$ cat src/rtl/uart_rx_dram_writer_pkg.sv
`default_nettype none
// ============================================================================
// Module      : uart_rx_dram_writer_pkg
// Description : Shared state encodings and UART frame constants.
// Revision    : 1.0 - initial release
// ============================================================================
package uart_rx_dram_writer_pkg;

  localparam int       DATA_BITS  = 8;
  localparam logic     STOP_LEVEL = 1'b1;
  localparam logic     IDLE_LEVEL = 1'b1;

  typedef enum logic [2:0] {
    ST_IDLE      = 3'd0,
    ST_START     = 3'd1,
    ST_DATA      = 3'd2,
    ST_STOP      = 3'd3,
    ST_WRITE     = 3'd4,
    ST_WAIT_HIGH = 3'd5
  } rx_state_e;

endpackage
`default_nettype wire

$ cat src/rtl/bit_sync2.sv
`default_nettype none
// ============================================================================
// Module      : bit_sync2
// Description : Two-flop synchroniser for a single asynchronous input bit.
// Revision    : 1.0 - initial release
// ============================================================================
module bit_sync2 #(
  parameter logic RESET_VAL = 1'b0
) (
  input  logic clk,
  input  logic rst_n,
  input  logic d_i,
  output logic q_o
);

  logic meta_q;
  logic sync_q;

  always_ff @(posedge clk or negedge rst_n) begin
    if (!rst_n) begin
      meta_q <= RESET_VAL;
      sync_q <= RESET_VAL;
    end else begin
      meta_q <= d_i;
      sync_q <= meta_q;
    end
  end

  assign q_o = sync_q;

endmodule
`default_nettype wire

$ cat src/rtl/uart_rx_dram_writer.sv
`default_nettype none
// ============================================================================
// Module      : uart_rx_dram_writer
// Description : 8N1 UART receiver writing each good byte to DRAM at an
//               auto-incrementing, wrapping address.
// Revision    : 1.0 - initial release
// ============================================================================
module uart_rx_dram_writer
  import uart_rx_dram_writer_pkg::*;
#(
  parameter int CLKS_PER_BIT = 434,
  parameter int ADDR_W       = 16,
  parameter int ADDR_DEPTH   = 65536
) (
  input  logic              clk,
  input  logic              rst_n,
  input  logic              rx_in,
  output logic [7:0]        rx_data,
  output logic              rx_valid,
  output logic              frame_err,
  output logic              rx_busy,
  output logic [7:0]        dram_data,
  output logic [ADDR_W-1:0] dram_addr,
  output logic              dram_wren,
  output logic [2:0]        state_out
);

  localparam int                CNT_W     = $clog2(CLKS_PER_BIT);
  localparam int                IDX_W     = $clog2(DATA_BITS);
  localparam logic [CNT_W-1:0]  HALF_CNT  = CNT_W'(CLKS_PER_BIT / 2 - 1);
  localparam logic [CNT_W-1:0]  BIT_CNT   = CNT_W'(CLKS_PER_BIT - 1);
  localparam logic [IDX_W-1:0]  LAST_IDX  = IDX_W'(DATA_BITS - 1);
  localparam logic [ADDR_W-1:0] LAST_ADDR = ADDR_W'(ADDR_DEPTH - 1);

  logic                 rxs;
  rx_state_e            state_q, state_d;
  logic [CNT_W-1:0]     cnt_q, cnt_d;
  logic [IDX_W-1:0]     idx_q, idx_d;
  logic [DATA_BITS-1:0] shift_q, shift_d;
  logic [DATA_BITS-1:0] byte_q, byte_d;
  logic [ADDR_W-1:0]    addr_q, addr_d;
  logic                 ferr_q, ferr_d;

  bit_sync2 #(
    .RESET_VAL (IDLE_LEVEL)
  ) u_rx_sync (
    .clk   (clk),
    .rst_n (rst_n),
    .d_i   (rx_in),
    .q_o   (rxs)
  );

  always_ff @(posedge clk or negedge rst_n) begin
    if (!rst_n) begin
      state_q <= ST_IDLE;
      cnt_q   <= '0;
      idx_q   <= '0;
      shift_q <= '0;
      byte_q  <= '0;
      addr_q  <= '0;
      ferr_q  <= 1'b0;
    end else begin
      state_q <= state_d;
      cnt_q   <= cnt_d;
      idx_q   <= idx_d;
      shift_q <= shift_d;
      byte_q  <= byte_d;
      addr_q  <= addr_d;
      ferr_q  <= ferr_d;
    end
  end

  always_comb begin
    state_d = state_q;
    cnt_d   = cnt_q;
    idx_d   = idx_q;
    shift_d = shift_q;
    byte_d  = byte_q;
    addr_d  = addr_q;
    ferr_d  = 1'b0;
    case (state_q)
      ST_IDLE: begin
        cnt_d = '0;
        if (rxs == 1'b0) state_d = ST_START;
      end
      ST_START: begin
        // Sampling mid start bit rejects glitches shorter than half a bit.
        if (cnt_q == HALF_CNT) begin
          cnt_d   = '0;
          idx_d   = '0;
          state_d = (rxs == 1'b0) ? ST_DATA : ST_IDLE;
        end else begin
          cnt_d = cnt_q + 1'b1;
        end
      end
      ST_DATA: begin
        if (cnt_q == BIT_CNT) begin
          cnt_d          = '0;
          shift_d[idx_q] = rxs;
          idx_d          = idx_q + 1'b1;
          if (idx_q == LAST_IDX) state_d = ST_STOP;
        end else begin
          cnt_d = cnt_q + 1'b1;
        end
      end
      ST_STOP: begin
        if (cnt_q == BIT_CNT) begin
          cnt_d = '0;
          if (rxs == STOP_LEVEL) begin
            byte_d  = shift_q;
            state_d = ST_WRITE;
          end else begin
            ferr_d  = 1'b1;
            state_d = ST_WAIT_HIGH;
          end
        end else begin
          cnt_d = cnt_q + 1'b1;
        end
      end
      ST_WRITE: begin
        addr_d  = (addr_q == LAST_ADDR) ? '0 : addr_q + 1'b1;
        state_d = ST_IDLE;
      end
      ST_WAIT_HIGH: begin
        if (rxs == IDLE_LEVEL) state_d = ST_IDLE;
      end
      default: state_d = ST_IDLE;
    endcase
  end

  assign rx_data   = byte_q;
  assign dram_data = byte_q;
  assign dram_addr = addr_q;
  assign rx_valid  = (state_q == ST_WRITE);
  assign dram_wren = (state_q == ST_WRITE);
  assign frame_err = ferr_q;
  assign rx_busy   = (state_q != ST_IDLE);
  assign state_out = state_q;

endmodule
`default_nettype wire

$ cat config.mk
export PLATFORM = sky130hd
export DESIGN_NAME = uart_rx_dram_writer
export DESIGN_NICKNAME = d
export VERILOG_FILES = /design/src/rtl/uart_rx_dram_writer_pkg.sv /design/src/rtl/bit_sync2.sv /design/src/rtl/uart_rx_dram_writer.sv
export SDC_FILE = /design/constraint.sdc
export NUM_CORES = 1
export LEC_CHECK = 0
export CORE_ASPECT_RATIO = 1.1
export CORE_UTILIZATION = 35
export DETAILED_ROUTE_END_ITERATION = 7
export GPL_TIMING_DRIVEN = 0
export PLACE_DENSITY = 0.62
export SETUP_SLACK_MARGIN = 0.1
export SLEW_MARGIN = 10
export SYNTH_ARGS = -nofsm -noshare
export SYNTH_HDL_FRONTEND = slang
export SYNTH_SLANG_ARGS = --single-unit
$ cat constraint.sdc
create_clock -name clk -period 1.8 [get_ports clk]
set_input_delay 0.27 -clock clk [delete_from_list [all_inputs] [get_ports clk]]
set_output_delay 0.27 -clock clk [all_outputs]
set_load 0.01 [all_outputs]
; Yosys cells after proc, flatten, opt, wreduce, memory -nomap -nowiden
; Cells that the tools add are included.
[totals]
regBits = 50
latchBits = 0
ram_bits = 0
mem_bits_ro = 0
inputBits = 3
out_inout_bits = 39
memories = 0
[op_classes]
n_addsub = 3
n_mul = 0
div_mod_pow = 0
order_cmp = 2
n_eq_ne = 15
shifts = 0
mux = 22
bitwise_logic = 0
reduce_logical = 10
[ops]
columns = cell, count
row1 = case mux 9 bit (3 select lines), 1
row2 = two-way mux 3 bit, 8
row3 = two-way mux 9 bit, 2
row4 = "adder 16 x 1 -> 16 bit, second input constant", 1
row5 = "== test 16 bit, second input constant", 1
row6 = two-way mux 16 bit, 1
row7 = case mux 3 bit (5 select lines), 1
row8 = "!= test 2 bit, second input constant", 5
row9 = "adder 9 x 1 -> 9 bit, second input constant", 1
row10 = "== test 3 bit, second input constant", 3
row11 = "== test 9 x 8 -> 1 bit, second input constant", 1
row12 = "== test 9 bit, second input constant", 1
row13 = bitwise mux 8 bit, 1
row14 = "== test 3 x 2 -> 1 bit, second input constant", 2
row15 = case mux 3 bit (2 select lines), 1
row16 = AND reduction 3 bit, 2
row17 = AND reduction 6 bit, 1
row18 = nonzero test 3 bit, 2
row19 = two-way mux 1 bit, 5
row20 = "< comparator 3 x 4 -> 1 bit, second input constant", 1
row21 = "adder 3 x 1 -> 3 bit, second input constant", 1
row22 = demux 1 bit (select 3 bit), 1
row23 = "== test 3 x 1 -> 1 bit, second input constant", 1
row24 = "greater-or-equal comparator 3 x 1 -> 1 bit, second input constant", 1
row25 = 7 further kinds, 7

; Longest topological paths before layout
; Gate-level depths: netlist of the first run.
[logic_depth]
word_depth = 5
depth_mapped = 7
ltp_nobuf = 6

; Cells and area by module
; Synthesis of the first run repeated with hierarchy kept, for this count alone.
[unflattened]
hier_cells = 238
area_unflattened_um2 = 2541.2
[by_module_without_submodules]
columns = module, n_inst, cells_each, area_each_um2
row1 = uart_rx_dram_writer, 1, 236, 2488.6
row2 = bit_sync2, 1, 2, 52.6

; Least setup slack after synthesis of the first run
; OpenSTA, ideal clock, no wires.
[synth_timing]
path_type = flip-flop to flip-flop
from = reg cnt_q[2]
to = reg cnt_q[0]
setup_time_ns = 0.125
arrival_ns = 1.787
required_ns = 1.675
setup_slack_ns = -0.112
path_stages_with_launch = 7
path_buffers = 2
path_cell_list = dfrtp_1 > buf_6 > or4b_1 > o21a_2 > or2_1 > buf_6 > mux2_4
[synth_via]
elab_chain_cells = 3
[synth_lines]
columns = element, line_no
row1 = start: declaration, uart_rx_dram_writer.sv:37  ; logic [CNT_W-1:0] cnt_q, cnt_d;
row2 = start signal: assignment, uart_rx_dram_writer.sv:64  ; cnt_q <= cnt_d;
row3 = == test 9 bit / == test 9 x 8 -> 1 bit (equally long branches), "uart_rx_dram_writer.sv:97, uart_rx_dram_writer.sv:107, uart_rx_dram_writer.sv:88"
row4 = two-way mux 9 bit (on tied branches), "uart_rx_dram_writer.sv:97, uart_rx_dram_writer.sv:107, uart_rx_dram_writer.sv:88"
row5 = case mux 9 bit (3 select lines) *, uart_rx_dram_writer.sv:81  ; case (state_q)
; Every way passes the cells marked *; elsewhere a longest branch is shown, timed or not.
; A chain may end at the register's enable or synchronous reset.

; Worst setup path after layout of the first run
; Same ends and word-level chain as after synthesis.

==> flow_metrics.env, run 1 <==
export IMPL_status="complete, but fails checks"
export IMPL_violations="setup timing"
export IMPL_grt_util_all_layers_pct=14.26
export IMPL_cts_root_buf="clkbuf_8"
export IMPL_drt_iter0_markers=108
export IMPL_vias_per_cell=5.067
export IMPL_cts_sinks=50
export IMPL_tns_ns=-0.6328
export IMPL_switching_share_pct=19.81
export IMPL_p_sw_uw=383.5
export IMPL_synth_area_um2=2522
export IMPL_netlist_instances=235
export IMPL_slew_headroom_pct=60.73
export IMPL_fmax_mhz=525.4
export IMPL_r2r_start="cnt_q[2]"
export IMPL_routabilityCongestion=0.8250
export IMPL_seq_area_frac_synth_pct=49.70
export IMPL_worstRegToRegCells=6
export IMPL_final_common_cell="dfrtp_1"
export IMPL_r2r_end="cnt_q[0]"
export IMPL_rows=32
export IMPL_fin_nets=325
export IMPL_clk_latency_ns=0.30
export IMPL_die_h_um=91.04
export IMPL_syn_to_final_growth_pct=48.81
export IMPL_post_place_cells=362
export IMPL_synth_cell_types=51
export IMPL_dp_slack_ns=-0.2999
export IMPL_design_power_total_uw=1936
export IMPL_drcViolationCount=0
export IMPL_finalHoldViolations=0
export IMPL_syn_num_nets=244
export IMPL_hp_class="reg2reg"
export IMPL_postRouteAntennaNets=0
export IMPL_p_int_uw=1552
export IMPL_setup_violations=18
export IMPL_crit_end="cnt_q[0]"
export IMPL_synthArstFlopShare_pct=100.0
export IMPL_cap_violations=0
export IMPL_cts_tree="built"
export IMPL_clockBufferDepth=2
export IMPL_ys_ff_latch=50
export IMPL_fin_crit_ns=1.903
export IMPL_num_antenna_cells=0
export IMPL_routed_wl_um=5476
export IMPL_drive_gt1_share_pct=35.02
export IMPL_boundaryPins=42
export IMPL_fill_cells=609
export IMPL_grt_pass1_vias=1869
export IMPL_first_pass_iters=4
export IMPL_start_kind="register"
export IMPL_path_class="reg2reg"
export IMPL_worstPathRequired_ns=1.98
export IMPL_clk_pin_slew_worst_paths_ns=0.08
export IMPL_clock_skew_ns=0.008318
export IMPL_hpwl_um=3497
export IMPL_port_buffers=41
export IMPL_ir_worst_vdd_uv=321.9
export IMPL_slowest_stage="or4b_4"
export IMPL_cp_cell_sequence="buf_6 -> or4b_4 -> o21a_4 -> or2_1 -> buf_6 -> mux2_4"
export IMPL_grt_first_pass_wirelength_um=8818
export IMPL_synth_edf_count=0
export IMPL_start_util_pct=36.00
export IMPL_powerDensity_nw_per_um2=515.8
export IMPL_p_leak_uw=0.001752
export IMPL_instances_no_fill=402
export IMPL_wire_per_inst_um=13.62
export IMPL_crit_start="cnt_q[2]"
export IMPL_num_vias=2037
export IMPL_fin_hold_ws_ns=0.3582
export IMPL_overflow=0
export IMPL_die_w_um=82.94
export IMPL_comb_power_share_pct=1.9
export IMPL_ys_flop_type="dfrtp_1"
export IMPL_power_frac_seq_pct=58.3
export IMPL_rrSetupSlack_ns=-0.10
export IMPL_setup_ws_ns=-0.1032
export IMPL_cpMostUsedCell="buf_6"
export IMPL_core_area_um2=7007
export IMPL_cp_arrival_ns=2.08
export IMPL_maxSlewViolCount=0
export IMPL_rsz0062_at_grt="true"
export IMPL_grt_max_degree=31
export IMPL_p_clk_share_pct=39.8
export IMPL_cts_inserted_buffers=5
export IMPL_slowest_delay_ns=0.48
export IMPL_tightest_slew_ns=0.5878
export IMPL_yosys_warnings=0
export IMPL_antenna_found_initial=0
export IMPL_syn_avg_cell_area_um2=10.73
export IMPL_final_cell_mix="dfrtp_1 (46), clkdlybuf4s50_1 (37), buf_4 (29)"
export IMPL_period_share_pct=105.7
export IMPL_worstPathMaxFanout=6
export IMPL_die_area_um2=7550
export IMPL_cts_htree_levels=2
export IMPL_end_kind="register"
sequential cells by signal, indices dropped and copies added (netlist names):
name,count
dram_addr,16
cnt_q,9
dram_data,8
shift_q,8
idx_q,3
state_out,3
frame_err,1
u_rx_sync.meta_q,1
u_rx_sync.q_o,1
critical path: cells and delay by family (launching register included):
family | cells | cell delay [ns]
AND/OR/NAND/NOR | 2 | 0.69
flip-flops | 1 | 0.38
AO/OA/AOI/OAI | 1 | 0.21
buffers and inverters | 2 | 0.25
multiplexers | 1 | 0.25
synth_stat cells, types with 2 or more instances:
cell	instances	share of area, %
dfrtp_1	48	48
nand2_1	20	3.0
nor2_1	13	1.9
mux2_2	11	4.9
nand3_1	11	2.2
buf_4	9	2.7
nor3_1	8	1.6
xor2_1	8	2.8
clkbuf_1	6	0.89
ha_1	6	3.0
inv_1	6	0.89
mux2_1	6	2.7
o21ai_0	6	1.2
xnor2_1	6	2.1
a21oi_1	5	0.99
nand4_1	5	1.2
o21a_1	5	1.5
nand4b_1	4	1.4
or3_1	4	0.99
a22o_1	3	1.0
nand2b_1	3	0.74
nor3b_1	3	0.89
o22ai_1	3	0.74
and2_1	2	0.50
and3_1	2	0.50
and4_1	2	0.69
and4b_1	2	0.79
buf_2	2	0.40
buf_6	2	0.89
dfstp_2	2	2.1
nor2b_1	2	0.50
how the worst min path moves through the flow:
stage,endpoint,depth (start not counted),slack [ns],start
after floorplan,cnt_q[0],0,-0.03,rst_n
after global placement,u_rx_sync.q_o,0,0.35,u_rx_sync.meta_q
after detailed placement,shift_q[1],1,0.27,rst_n
after CTS,u_rx_sync.q_o,0,0.36,u_rx_sync.meta_q
after global routing,u_rx_sync.q_o,0,0.36,u_rx_sync.meta_q
final,u_rx_sync.q_o,0,0.36,u_rx_sync.meta_q
through the flow:
| step | utilization, % | instance area (µm²) |
|---|---|---|
| 3_3_place_gp | 44.84 | 3142 |
| 3_5_place_dp | 45.05 | 3157 |
| 5_1_grt | 53.57 | 3754 |
| 6_report | 53.57 | 3754 |
| 2_1_floorplan | - | 2625 |
| 4_1_cts | 50.30 | 3525 |
cell type report:
cell class              instances  area [µm²]  share of cell area [%]
inverters                       7       31.28                  0.8333
multi-input cells             159        1375                   36.63
clock inverters                 1       30.03                  0.8000
plain buffers                  19       152.6                   4.067
flip-flops and latches         50        1256                   33.47
repair buffers                 74       725.7                   19.33
clock buffers                   7       76.32                   2.033
well taps                      85       106.4                   2.833
kinds of logic (layout without fill, tap and decap cells):
logic type | count (synthesis) | after routing | share of synthesized area, %
AND/OR/NAND/NOR | 91 | 91 | 20.49
flip-flops | 50 | 50 | 49.70
AO/OA/AOI/OAI | 29 | 29 | 7.491
buffers and inverters | 26 | 108 | 5.902
multiplexers | 19 | 19 | 8.581
XOR/XNOR | 14 | 14 | 4.861
adder cells (fa/ha/maj) | 6 | 6 | 2.976
power by group through the flow:
stage	Sequential, µW	Clock (µW)	Combinational, µW
floorplan	1150	0	4.58
global placement	1150	0	33.5
detailed placement	1150	0	37.4
CTS	1130	793	39.2
global route	1130	843	43.2
finish	1130	771	36.8
per-layer routing:
layer  track usage [%]  share of wire (%)  up-vias
met5                 0                  0        -
met1             19.07                 46     1003
met3             2.818                2.8        4
met2             23.57                 50       39
met4             3.879               0.86        0
li1                  -                  -      991
what timing repair did:
item,in CTS,in global routing
pin swaps,18,25
endpoints found under the setup margin,40,48
buffers inserted,18,12
cloned,1,0
gates resized for setup,39,34
hold buffers,1,0
hold endpoints to repair,18,0
(Power assumes the default switching activity.)
==> run 2: changes to the inputs <==
--- a/config.mk
+++ b/config.mk
@@ -6,6 +6,7 @@
 export NUM_CORES = 1
 export LEC_CHECK = 0
 export CORE_ASPECT_RATIO = 1.1
+export CORE_MARGIN = 2
 export CORE_UTILIZATION = 35
 export DETAILED_ROUTE_END_ITERATION = 7
 export GPL_TIMING_DRIVEN = 0
==> flow_metrics.env, run 2 (synthesis gave the netlist of run 1 again) <==
export IMPL_fin_nets=325
export IMPL_cp_cell_sequence="buf_6 -> or4b_4 -> o21a_4 -> or2_1 -> buf_6 -> mux2_4"
export IMPL_fin_crit_ns=1.909
export IMPL_clk_pin_slew_worst_paths_ns=0.09
export IMPL_routabilityCongestion=0.8123
export IMPL_die_w_um=84.94
export IMPL_num_antenna_cells=0
export IMPL_drive_gt1_share_pct=34.38
export IMPL_first_pass_iters=4
export IMPL_worstPathMaxFanout=6
export IMPL_tightest_slew_ns=0.5531
export IMPL_finish_utilization_pct=53.23
export IMPL_cp_arrival_ns=2.09
export IMPL_grt_max_degree=33
export IMPL_drt_iter0_markers=113
export IMPL_maxUsedRoutingLayer="met4"
export IMPL_p_leak_uw=0.001722
export IMPL_routedLengthMet1_um=2576
export IMPL_rsz0062_at_grt="true"
export IMPL_ir_worst_vdd_uv=580.0
export IMPL_grt_first_pass_wirelength_um=9108
export IMPL_setup_violations=14
export IMPL_path_class="reg2reg"
export IMPL_drcViolationCount=0
export IMPL_post_place_cells=362
export IMPL_grt_util_all_layers_pct=14.29
export IMPL_rows=32
export IMPL_dr_wl_met3_um=136
export IMPL_final_cell_mix="dfrtp_1 (46), clkdlybuf4s50_1 (37), buf_4 (30)"
export IMPL_syn_to_final_growth_pct=47.87
export IMPL_core_area_um2=7007
export IMPL_overflow=0
export IMPL_cts_root_buf="clkbuf_8"
export IMPL_cpMostUsedCell="buf_6"
export IMPL_slowest_stage="or4b_4"
export IMPL_cap_violations=0
export IMPL_die_h_um=93.04
export IMPL_wire_per_inst_um=13.61
export IMPL_clock_skew_ns=0.002621
export IMPL_clockBufferDepth=2
export IMPL_port_buffers=41
export IMPL_cts_inserted_buffers=5
export IMPL_routed_wl_um=5470
export IMPL_start_kind="register"
export IMPL_cts_htree_levels=2
export IMPL_worstPathRequired_ns=1.98
export IMPL_setup_ws_ns=-0.1095
export IMPL_maxSlewViolCount=0
export IMPL_final_common_cell="dfrtp_1"
export IMPL_fmax_mhz=523.7
export IMPL_largest_reg_flops=16
export IMPL_hpwl_um=3514
export IMPL_boundaryPins=42
export IMPL_instances_no_fill=402
export IMPL_end_kind="register"
export IMPL_violations="setup timing"
export IMPL_finalHoldViolations=0
export IMPL_register_area_um2=1256
export IMPL_period_share_pct=106.1
export IMPL_slew_headroom_pct=63.04
export IMPL_die_area_um2=7902
export IMPL_antenna_found_initial=0
export IMPL_cts_tree="built"
export IMPL_grt_pass1_vias=1944
export IMPL_num_vias=2008
export IMPL_powerDensity_nw_per_um2=521.6
export IMPL_clk_latency_ns=0.29
export IMPL_cts_sinks=50
export IMPL_slowest_delay_ns=0.48
export IMPL_wl_met2_um=2655
export IMPL_start_util_pct=36.00
export IMPL_fill_cells=591
export IMPL_multi_input_area_um2=1363
export IMPL_hp_class="reg2reg"
export IMPL_vias_per_cell=4.995
export IMPL_status="complete, but fails checks"
export IMPL_postRouteAntennaNets=0
==> run 2: worst max-delay path: cells and delay by family, from the launching register on <==
kind	cells	cell delay, ns
buf+inv	2	0.25
flops	1	0.38
mux	1	0.25
simple gates	2	0.69
compound gates	1	0.21
==> run 2: worst paths after layout <==
check	start	endpoint	slack [ns]	cells after the start
setup / recovery	cnt_q[2]	cnt_q[0]	-0.11	6
hold / removal	u_rx_sync.meta_q	u_rx_sync.q_o	0.36	0
setup reg to reg	cnt_q[2]	cnt_q[0]	-0.11	6
hold reg to reg	u_rx_sync.meta_q	u_rx_sync.q_o	0.36	0
max in group asynchronous	rst_n	cnt_q[3]	0.82	3
min in group asynchronous	rst_n	dram_data[6]	0.45	2
==> run 2: area by class of cell <==
cell class / count / area share (%)
buffer: 19 / 4.093
clock buffer: 7 / 2.046
clock inverter: 1 / 0.8051
inverter: 7 / 0.8386
multi-input combinational: 159 / 36.53
sequential: 50 / 33.68
tap: 85 / 2.851
timing repair buffer: 74 / 19.15
==> run 2: repair_timing <==
action                                  CTS  global route
endpoints found under the hold margin    16             0
gates cloned                              1             0
endpoints found under the setup margin   40            46
resized for setup                        45            23
pin swaps                                15            12
buffers inserted                         21             9
hold buffers                              1             0
==> run 2: per-layer routing <==
layer	track usage (%)	vias up
met2	22.27	36
met5	0	-
li1	-	987
met1	19.74	977
met3	2.471	8
met4	5.820	0
==> run 2: through the flow <==
| step | cell area [µm²] | setup slack [ns] | setup TNS (ns) | hold WS (ns) | power, µW |
|---|---|---|---|---|---|
| detailed placement | 3157 | -0.2975 | -4.991 | 0.2477 | 1188 |
| finish | 3730 | -0.1095 | -0.4437 | 0.3590 | 1946 |
| global placement | 3142 | -1.090 | -57.39 | 0.3477 | 1184 |
| CTS | 3565 | -0.1420 | -0.7692 | 0.3609 | 1979 |
| global route | 3730 | -0.1784 | -2.632 | 0.3680 | 2012 |
| floorplan | 2625 | -0.09676 | -0.5870 | -0.02559 | 1155 |
==> run 2: where the power goes <==
part           switching (µW)  internal, µW  total, µW
logic                    27.4          9.90       37.3
registers                1.80          1130       1130
clock network             364           416        780
total                     393          1550       1950
